$ cat config.mk
export PLATFORM = sky130hd
export DESIGN_NAME = uart_ctrl
export DESIGN_NICKNAME = d
export VERILOG_FILES = /design/src/rtl/uart_ctrl.sv
export SDC_FILE = /design/constraint.sdc
export NUM_CORES = 1
export LEC_CHECK = 0
export ABC_AREA = 1
export BUFFER_PORTS_ARGS = -buffer_cell sky130_fd_sc_hd__buf_2
export CORE_AREA = 5 5 114 159
export CTS_CLUSTER_DIAMETER = 60
export DETAILED_ROUTE_END_ITERATION = 10
export DIE_AREA = 0 0 119 164
export GPL_TIMING_DRIVEN = 0
export PLACE_DENSITY = 0.52
export SYNTH_ARGS = -nofsm -noshare
export SYNTH_HDL_FRONTEND = slang
export SYNTH_SLANG_ARGS = --single-unit
$ cat constraint.sdc
create_clock -name i_clk -period 2 [get_ports i_clk]
set_input_delay 0.4 -clock i_clk [delete_from_list [all_inputs] [get_ports i_clk]]
set_output_delay 0.4 -clock i_clk [all_outputs]
set_load 0.01 [all_outputs]
$ cat src/rtl/uart_ctrl.sv
// uart_ctrl: runtime-configurable full-duplex UART core.
//   Baud/parity/stop are programmable; TX and RX use valid/ready handshakes.
// Ports:
//   i_clk, i_rst_n                  clock, async active-low reset
//   i_baud_div                      tick period minus 1 (bit = (div+1)*G_OVERSAMPLE clocks)
//   i_parity_mode, i_two_stop       00/11 none, 01 even, 10 odd; TX two stop bits
//   i_tx_valid/o_tx_ready/i_tx_data TX word handshake
//   o_tx, o_tx_busy                 serial out (idle high), TX frame in flight
//   i_rx                            asynchronous serial in
//   o_rx_valid/i_rx_ready/o_rx_data RX holding register handshake
//   o_rx_parity_err/frame_err/break status of held word
//   o_rx_overrun                    1-cycle pulse when a completed frame is dropped
//   o_rx_busy                       RX inside a frame
module uart_ctrl #(
    parameter int unsigned G_OVERSAMPLE = 16,
    parameter int unsigned G_WORD_WIDTH = 8,
    parameter int unsigned G_DIV_WIDTH  = 16
) (
    input  logic                    i_clk,
    input  logic                    i_rst_n,
    input  logic [G_DIV_WIDTH-1:0]  i_baud_div,
    input  logic [1:0]              i_parity_mode,
    input  logic                    i_two_stop,
    input  logic                    i_tx_valid,
    output logic                    o_tx_ready,
    input  logic [G_WORD_WIDTH-1:0] i_tx_data,
    output logic                    o_tx,
    output logic                    o_tx_busy,
    input  logic                    i_rx,
    output logic                    o_rx_valid,
    input  logic                    i_rx_ready,
    output logic [G_WORD_WIDTH-1:0] o_rx_data,
    output logic                    o_rx_parity_err,
    output logic                    o_rx_frame_err,
    output logic                    o_rx_break,
    output logic                    o_rx_overrun,
    output logic                    o_rx_busy
);
    localparam int unsigned OsW  = $clog2(G_OVERSAMPLE);
    localparam int unsigned BitW = $clog2(G_WORD_WIDTH);
    localparam logic [OsW-1:0]  OsLast   = OsW'(G_OVERSAMPLE - 1);
    localparam logic [OsW-1:0]  OsHalfM1 = OsW'(G_OVERSAMPLE / 2 - 1);
    localparam logic [BitW-1:0] BitLast  = BitW'(G_WORD_WIDTH - 1);

    // ---------------------------------------------------------------- TX
    typedef enum logic [2:0] {TxIdle, TxStart, TxData, TxParity, TxStop} tx_state_e;

    tx_state_e               tx_state_q;
    logic [G_DIV_WIDTH-1:0]  tx_div_q;
    logic [OsW-1:0]          tx_os_q;
    logic [BitW-1:0]         tx_bit_q;
    logic [G_WORD_WIDTH-1:0] tx_shift_q;
    logic                    tx_par_en_q, tx_par_bit_q, tx_two_q, tx_stop2_q;
    logic                    tx_q, tx_ready_q, tx_busy_q;
    logic                    tx_tick, tx_bit_end;

    // >= so that a divisor shrunk below the current count still ticks.
    assign tx_tick    = (tx_div_q >= i_baud_div);
    assign tx_bit_end = tx_tick && (tx_os_q == OsLast);

    always_ff @(posedge i_clk or negedge i_rst_n) begin
        if (!i_rst_n) begin
            tx_state_q   <= TxIdle;
            tx_div_q     <= '0;
            tx_os_q      <= '0;
            tx_bit_q     <= '0;
            tx_shift_q   <= '0;
            tx_par_en_q  <= 1'b0;
            tx_par_bit_q <= 1'b0;
            tx_two_q     <= 1'b0;
            tx_stop2_q   <= 1'b0;
            tx_q         <= 1'b1;
            tx_ready_q   <= 1'b1;
            tx_busy_q    <= 1'b0;
        end else if (tx_state_q == TxIdle) begin
            // Prescaler held at zero so it restarts exactly at acceptance.
            tx_div_q <= '0;
            tx_os_q  <= '0;
            if (i_tx_valid && tx_ready_q) begin
                tx_shift_q   <= i_tx_data;
                tx_par_en_q  <= ^i_parity_mode;
                tx_par_bit_q <= (^i_tx_data) ^ i_parity_mode[1];
                tx_two_q     <= i_two_stop;
                tx_stop2_q   <= 1'b0;
                tx_state_q   <= TxStart;
                tx_q         <= 1'b0;
                tx_ready_q   <= 1'b0;
                tx_busy_q    <= 1'b1;
            end
        end else begin
            tx_div_q <= tx_tick ? '0 : tx_div_q + 1'b1;
            if (tx_tick) tx_os_q <= tx_os_q + 1'b1;
            if (tx_bit_end) begin
                case (tx_state_q)
                    TxStart: begin
                        tx_state_q <= TxData;
                        tx_bit_q   <= '0;
                        tx_q       <= tx_shift_q[0];
                    end
                    TxData: begin
                        if (tx_bit_q == BitLast) begin
                            tx_state_q <= tx_par_en_q ? TxParity : TxStop;
                            tx_q       <= tx_par_en_q ? tx_par_bit_q : 1'b1;
                        end else begin
                            tx_bit_q   <= tx_bit_q + 1'b1;
                            tx_shift_q <= tx_shift_q >> 1;
                            tx_q       <= tx_shift_q[1];
                        end
                    end
                    TxParity: begin
                        tx_state_q <= TxStop;
                        tx_q       <= 1'b1;
                    end
                    TxStop: begin
                        if (tx_two_q && !tx_stop2_q) begin
                            tx_stop2_q <= 1'b1;
                        end else begin
                            tx_state_q <= TxIdle;
                            tx_ready_q <= 1'b1;
                            tx_busy_q  <= 1'b0;
                        end
                    end
                    default: tx_state_q <= TxIdle;
                endcase
            end
        end
    end

    assign o_tx       = tx_q;
    assign o_tx_ready = tx_ready_q;
    assign o_tx_busy  = tx_busy_q;

    // ---------------------------------------------------------------- RX
    typedef enum logic [2:0] {
        RxIdle, RxStart, RxData, RxParity, RxStop, RxWaitHigh
    } rx_state_e;

    rx_state_e               rx_state_q;
    logic [1:0]              rx_sync_q;
    logic [G_DIV_WIDTH-1:0]  rx_div_q;
    logic [OsW-1:0]          rx_os_q, rx_low_q;
    logic [BitW-1:0]         rx_bit_q;
    logic [G_WORD_WIDTH-1:0] rx_shift_q, rx_data_q;
    logic                    rx_par_en_q, rx_par_odd_q, rx_par_bit_q, rx_busy_q;
    logic                    rx_valid_q, rx_perr_q, rx_ferr_q, rx_brk_q, rx_overrun_q;
    logic                    rx_s, rx_tick, rx_sample, rx_done;
    logic                    rx_perr, rx_ferr, rx_brk;

    assign rx_s      = rx_sync_q[1];
    assign rx_tick   = (rx_div_q >= i_baud_div);
    assign rx_sample = rx_tick && (rx_os_q == OsLast);
    assign rx_done   = (rx_state_q == RxStop) && rx_sample;

    // Frame status, valid in the stop-bit sample cycle.
    assign rx_ferr = ~rx_s;
    assign rx_perr = rx_par_en_q && (rx_par_bit_q != ((^rx_shift_q) ^ rx_par_odd_q));
    assign rx_brk  = ~rx_s && (rx_shift_q == '0) && !rx_par_bit_q;

    always_ff @(posedge i_clk or negedge i_rst_n) begin
        if (!i_rst_n) begin
            rx_sync_q    <= 2'b11;
            rx_div_q     <= '0;
            rx_state_q   <= RxIdle;
            rx_os_q      <= '0;
            rx_low_q     <= '0;
            rx_bit_q     <= '0;
            rx_shift_q   <= '0;
            rx_par_en_q  <= 1'b0;
            rx_par_odd_q <= 1'b0;
            rx_par_bit_q <= 1'b0;
            rx_busy_q    <= 1'b0;
        end else begin
            rx_sync_q <= {rx_sync_q[0], i_rx};
            rx_div_q  <= rx_tick ? '0 : rx_div_q + 1'b1;
            if (rx_tick) rx_os_q <= rx_os_q + 1'b1;
            case (rx_state_q)
                RxIdle: begin
                    rx_os_q <= '0;
                    if (rx_tick) begin
                        if (rx_s) begin
                            rx_low_q <= '0;
                        end else if (rx_low_q == OsHalfM1) begin
                            // Mid-start-bit: sampling phase is anchored here.
                            rx_low_q     <= '0;
                            rx_state_q   <= RxStart;
                            rx_par_en_q  <= ^i_parity_mode;
                            rx_par_odd_q <= i_parity_mode[1];
                            rx_par_bit_q <= 1'b0;
                            rx_busy_q    <= 1'b1;
                        end else begin
                            rx_low_q <= rx_low_q + 1'b1;
                        end
                    end
                end
                // START waits one bit from the start-bit centre, then takes data bit 0.
                RxStart: begin
                    if (rx_sample) begin
                        rx_shift_q <= {rx_s, rx_shift_q[G_WORD_WIDTH-1:1]};
                        rx_bit_q   <= BitW'(1);
                        rx_state_q <= RxData;
                    end
                end
                RxData: begin
                    if (rx_sample) begin
                        rx_shift_q <= {rx_s, rx_shift_q[G_WORD_WIDTH-1:1]};
                        rx_bit_q   <= rx_bit_q + 1'b1;
                        if (rx_bit_q == BitLast) begin
                            rx_state_q <= rx_par_en_q ? RxParity : RxStop;
                        end
                    end
                end
                RxParity: begin
                    if (rx_sample) begin
                        rx_par_bit_q <= rx_s;
                        rx_state_q   <= RxStop;
                    end
                end
                RxStop: begin
                    if (rx_sample) begin
                        if (rx_brk) begin
                            rx_state_q <= RxWaitHigh;
                        end else begin
                            rx_state_q <= RxIdle;
                            rx_busy_q  <= 1'b0;
                        end
                    end
                end
                RxWaitHigh: begin
                    // A held-low line must return high before a new start is searched for.
                    if (rx_tick && rx_s) begin
                        rx_state_q <= RxIdle;
                        rx_busy_q  <= 1'b0;
                    end
                end
                default: rx_state_q <= RxIdle;
            endcase
        end
    end

    // One-entry holding register; a same-cycle accept frees room for the new frame.
    always_ff @(posedge i_clk or negedge i_rst_n) begin
        if (!i_rst_n) begin
            rx_valid_q   <= 1'b0;
            rx_data_q    <= '0;
            rx_perr_q    <= 1'b0;
            rx_ferr_q    <= 1'b0;
            rx_brk_q     <= 1'b0;
            rx_overrun_q <= 1'b0;
        end else begin
            rx_overrun_q <= rx_done && rx_valid_q && !i_rx_ready;
            if (rx_done && (!rx_valid_q || i_rx_ready)) begin
                rx_valid_q <= 1'b1;
                rx_data_q  <= rx_shift_q;
                rx_perr_q  <= rx_perr;
                rx_ferr_q  <= rx_ferr;
                rx_brk_q   <= rx_brk;
            end else if (rx_valid_q && i_rx_ready) begin
                rx_valid_q <= 1'b0;
            end
        end
    end

    assign o_rx_valid      = rx_valid_q;
    assign o_rx_data       = rx_data_q;
    assign o_rx_parity_err = rx_perr_q;
    assign o_rx_frame_err  = rx_ferr_q;
    assign o_rx_break      = rx_brk_q;
    assign o_rx_overrun    = rx_overrun_q;
    assign o_rx_busy       = rx_busy_q;

endmodule

==> run_results.csv <==
group,metric,value,unit
global_routing,use_met3,0.02962,
clocking,cts_tree,"done",
die,num_rows,56,
setup_path,arrival,2250,ps
drt,drt_pass1_iterations,4,
setup_path,path_max_fanout,5,
setup_path,critical_path_class,"register to register",
global_routing,grtUsageMet1,0.1604,
drt,drt_iter0_drc,211,
setup_path,end_kind,"register",
layout,final_util,0.4467,
sta,rsz0062_at_grt,"true",
synth,ys_ff_latch,98,
clocking,holdBufCountCts,0,
sta,period_minus_slack,2013,ps
layout,area_growth,30.07,%
sta,setup_violations,3,
clocking,cts-root-buf,"clkbuf_16",
layout,final_common_cell,"nand2_1",
global_routing,grt-ovfl-total,0,
setup_path,start_kind,"register",
clocking,cts_made_buffers,9,
drt,drc,0,
synth,syn_avg_cell_area,8.195,um2
synth,synth_ff_type,"dfrtp_1",
sta,post-route-period-util,1.006,
clocking,h-tree-depth,3,
clocking,clk_pin_slew,70,ps
layout,drive_gt1_frac,0.3083,
job,drv_cap,0,
layout,layout_common_cells,"nand2_1, dfrtp_1, inv_1",
global_routing,grt_max_degree,63,
global_routing,antenna_found_initial,0,
layout,layout.nets,870,
power,cellPowerDensity,673.4,nW/um2
placement,gp_congestion,0.8275,
global_routing,grtUsageTotal,0.1389,
placement,hpwl,9.382,mm
global_routing,grt_pass1_wl,22.22,mm
synth,syn_nets,770,
die,core,16540,um2
synth,syn-instance-count,693,
global_routing,busiest_layer,"met2",
synth,ys_types,39,
drt,wl_per_cell,13.34,um
die,floorplan.io_pins,49,
layout,instances_no_fill,1001,
sta,tightest_slew,532.8,ps
layout,n_fill_cell,1604,
drt,ant_nets,0,
global_routing,met2_usage,0.2524,
synth,synth_edf_count,0,
sta,max_slew_margin,0.6448,
clocking,cts_buffer_depth,2,
die,die_w,119,um
sta,finalHoldViolCount,0,
sta,timing.final.ws_setup,-12.96,ps
sta,slew_viol_final,0,
layout,diodes,0,
sta,fmax,0.4968,GHz
placement,port_buffers,48,
hold_path,hold_path_class,"input port to asynchronous set/reset pin",
global_routing,first_global_vias,4874,
synth,synth_async_sr_flop_share,1.000,
drt,avgViaCountPerCell,4.805,
die,die_area,19520,um2
drt,vias,4810,
clocking,clkSinkCount,98,
die,initial_core_util,0.3434,
drt,wl,13.35,mm
synth,netlist_area,5679,um2
sta,skew,9.105,ps
synth,yosysWarnings,0,
die,die_h,164,um
setup_path,rr_worst_depth,13,
run_status,violations,"setup timing",
placement,numPlacedInstances,945,
clocking,clock_latency,350,ps
power,irDropWorstVdd,0.3798,mV
synth,ys_seq_area_frac,0.4327,
run_status,status,"finished, violations left",
power,leakage,3.587,nW
setup_path,cp.required,2240,ps
area by class of cell:
class                      count  area, um2  area share
multi-input combinational    494       3328      0.4505
sequential                    98       2465      0.3337
timing repair buffer          88      599.3     0.08113
inverter                      93      360.3     0.04878
tap                          203      254.0     0.03438
clock buffer                  10      229.0     0.03100
buffer                         9      88.84     0.01203
clock inverter                 6      62.56    0.008469
path summary, 6_finish.rpt:
kind                                   startpoint                        end  slack, ps
max                         rx_div_q[3]$_DFF_PN0_  rx_state_q[2]$_DFFE_PN0P_        -10
min                                       i_rst_n      rx_div_q[1]$_DFF_PN0_         30
max reg2reg                 rx_div_q[3]$_DFF_PN0_  rx_state_q[2]$_DFFE_PN0P_        -10
min reg2reg                rx_sync_q[0]$_DFF_PN1_     rx_sync_q[1]$_DFF_PN1_        360
max in group asynchronous                 i_rst_n     o_tx_ready$_DFFE_PN1P_       1240
min in group i_clk                           i_rx     rx_sync_q[0]$_DFF_PN1_        140
cells in the mapped netlist, types with 5 or more instances:
cell     number  area [um2]
nor3_1       15       75.07
nand2_1     176       660.6
nand4_1       8       50.05
nand3_1      37       185.2
dfrtp_1      94        2352
xnor2_1      12       105.1
o21ai_0      37       185.2
a21oi_1      36       180.2
o21ai_1      11       55.05
nor2_1       43       161.4
ha_1         45       563.0
xor2_1       14       122.6
nand3_2       8       80.08
nand2_2       7       43.79
nor2_2       18       112.6
buf_2         5       25.02
inv_1        91       341.6
state kept, by name, indices dropped and copies added, names as in the netlist, 2 cells and up:
signal and count:
o_rx_data 8, tx_div_q 16, rx_div_q 16, rx_state_q 3, tx_bit_q 3, rx_shift_q 8
rx_low_q 4, tx_os_q 4, rx_sync_q 2, rx_os_q 4, tx_shift_q 8, rx_bit_q 3
tx_state_q 3
metrics by stage:
stage / setup slack (ps) / power [mW] / area (um2) / hold WS, ps / setup TNS, ps
detailed placement: -328.9 / 2.988 / 6203 / 347.8 / -14670
global route: -141.7 / 5.298 / 7387 / 68.74 / -5334
CTS: -29.29 / 4.870 / 6838 / 36.68 / -171.6
finish: -12.96 / 4.975 / 7387 / 30.07 / -24.75
global placement: -566.3 / 2.951 / 6173 / 347.5 / -65760
floorplan: 136.2 / 2.761 / 5679 / 104.4 / 0
logic make-up (layout without fill, tap and decap cells):
kind of cell,count (synthesis),in the layout,synth area share
AND/OR/NAND/NOR,323,324,0.2602
AO/OA/AOI/OAI,99,99,0.09540
buffers and inverters,102,206,0.07248
flip-flops,98,98,0.4327
adder cells (fa/ha/maj),45,45,0.09914
XOR/XNOR,26,26,0.04010
metal layers:
layer  vias up  part of all wire  wire [um]
met5         -                 0          0
met3        12             0.030        404
li1       2448                 -          -
met2        62              0.52       6926
met4         0             0.016        211
met1      2288              0.43       5806
critical path, stage by stage (launching register included):
cell,delay (ps)
dfrtp_2,450
ha_4,290
nand4_1,100
nor2_1,110
nor2_1,40
nand2_1,100
nand2_2,70
nand2_4,130
buf_6,140
nand2_4,50
a21oi_4,160
nand3_2,110
nand2_1,70
nand2_1,50
where the power goes:
part | total, mW | switching [mW] | internal [mW]
sequential | 2.23 | 0.127 | 2.10
combinational | 1.04 | 0.563 | 0.474
clock | 1.71 | 0.831 | 0.875
repair_timing:
item                                    4_1_cts  5_1_grt
endpoints found under the setup margin       67       85
buffers inserted                             18       18
resized for setup                            40      106
cloned                                        2        2
pin swaps                                    15       33
Note: power is estimated with default switching activity, not from simulation.
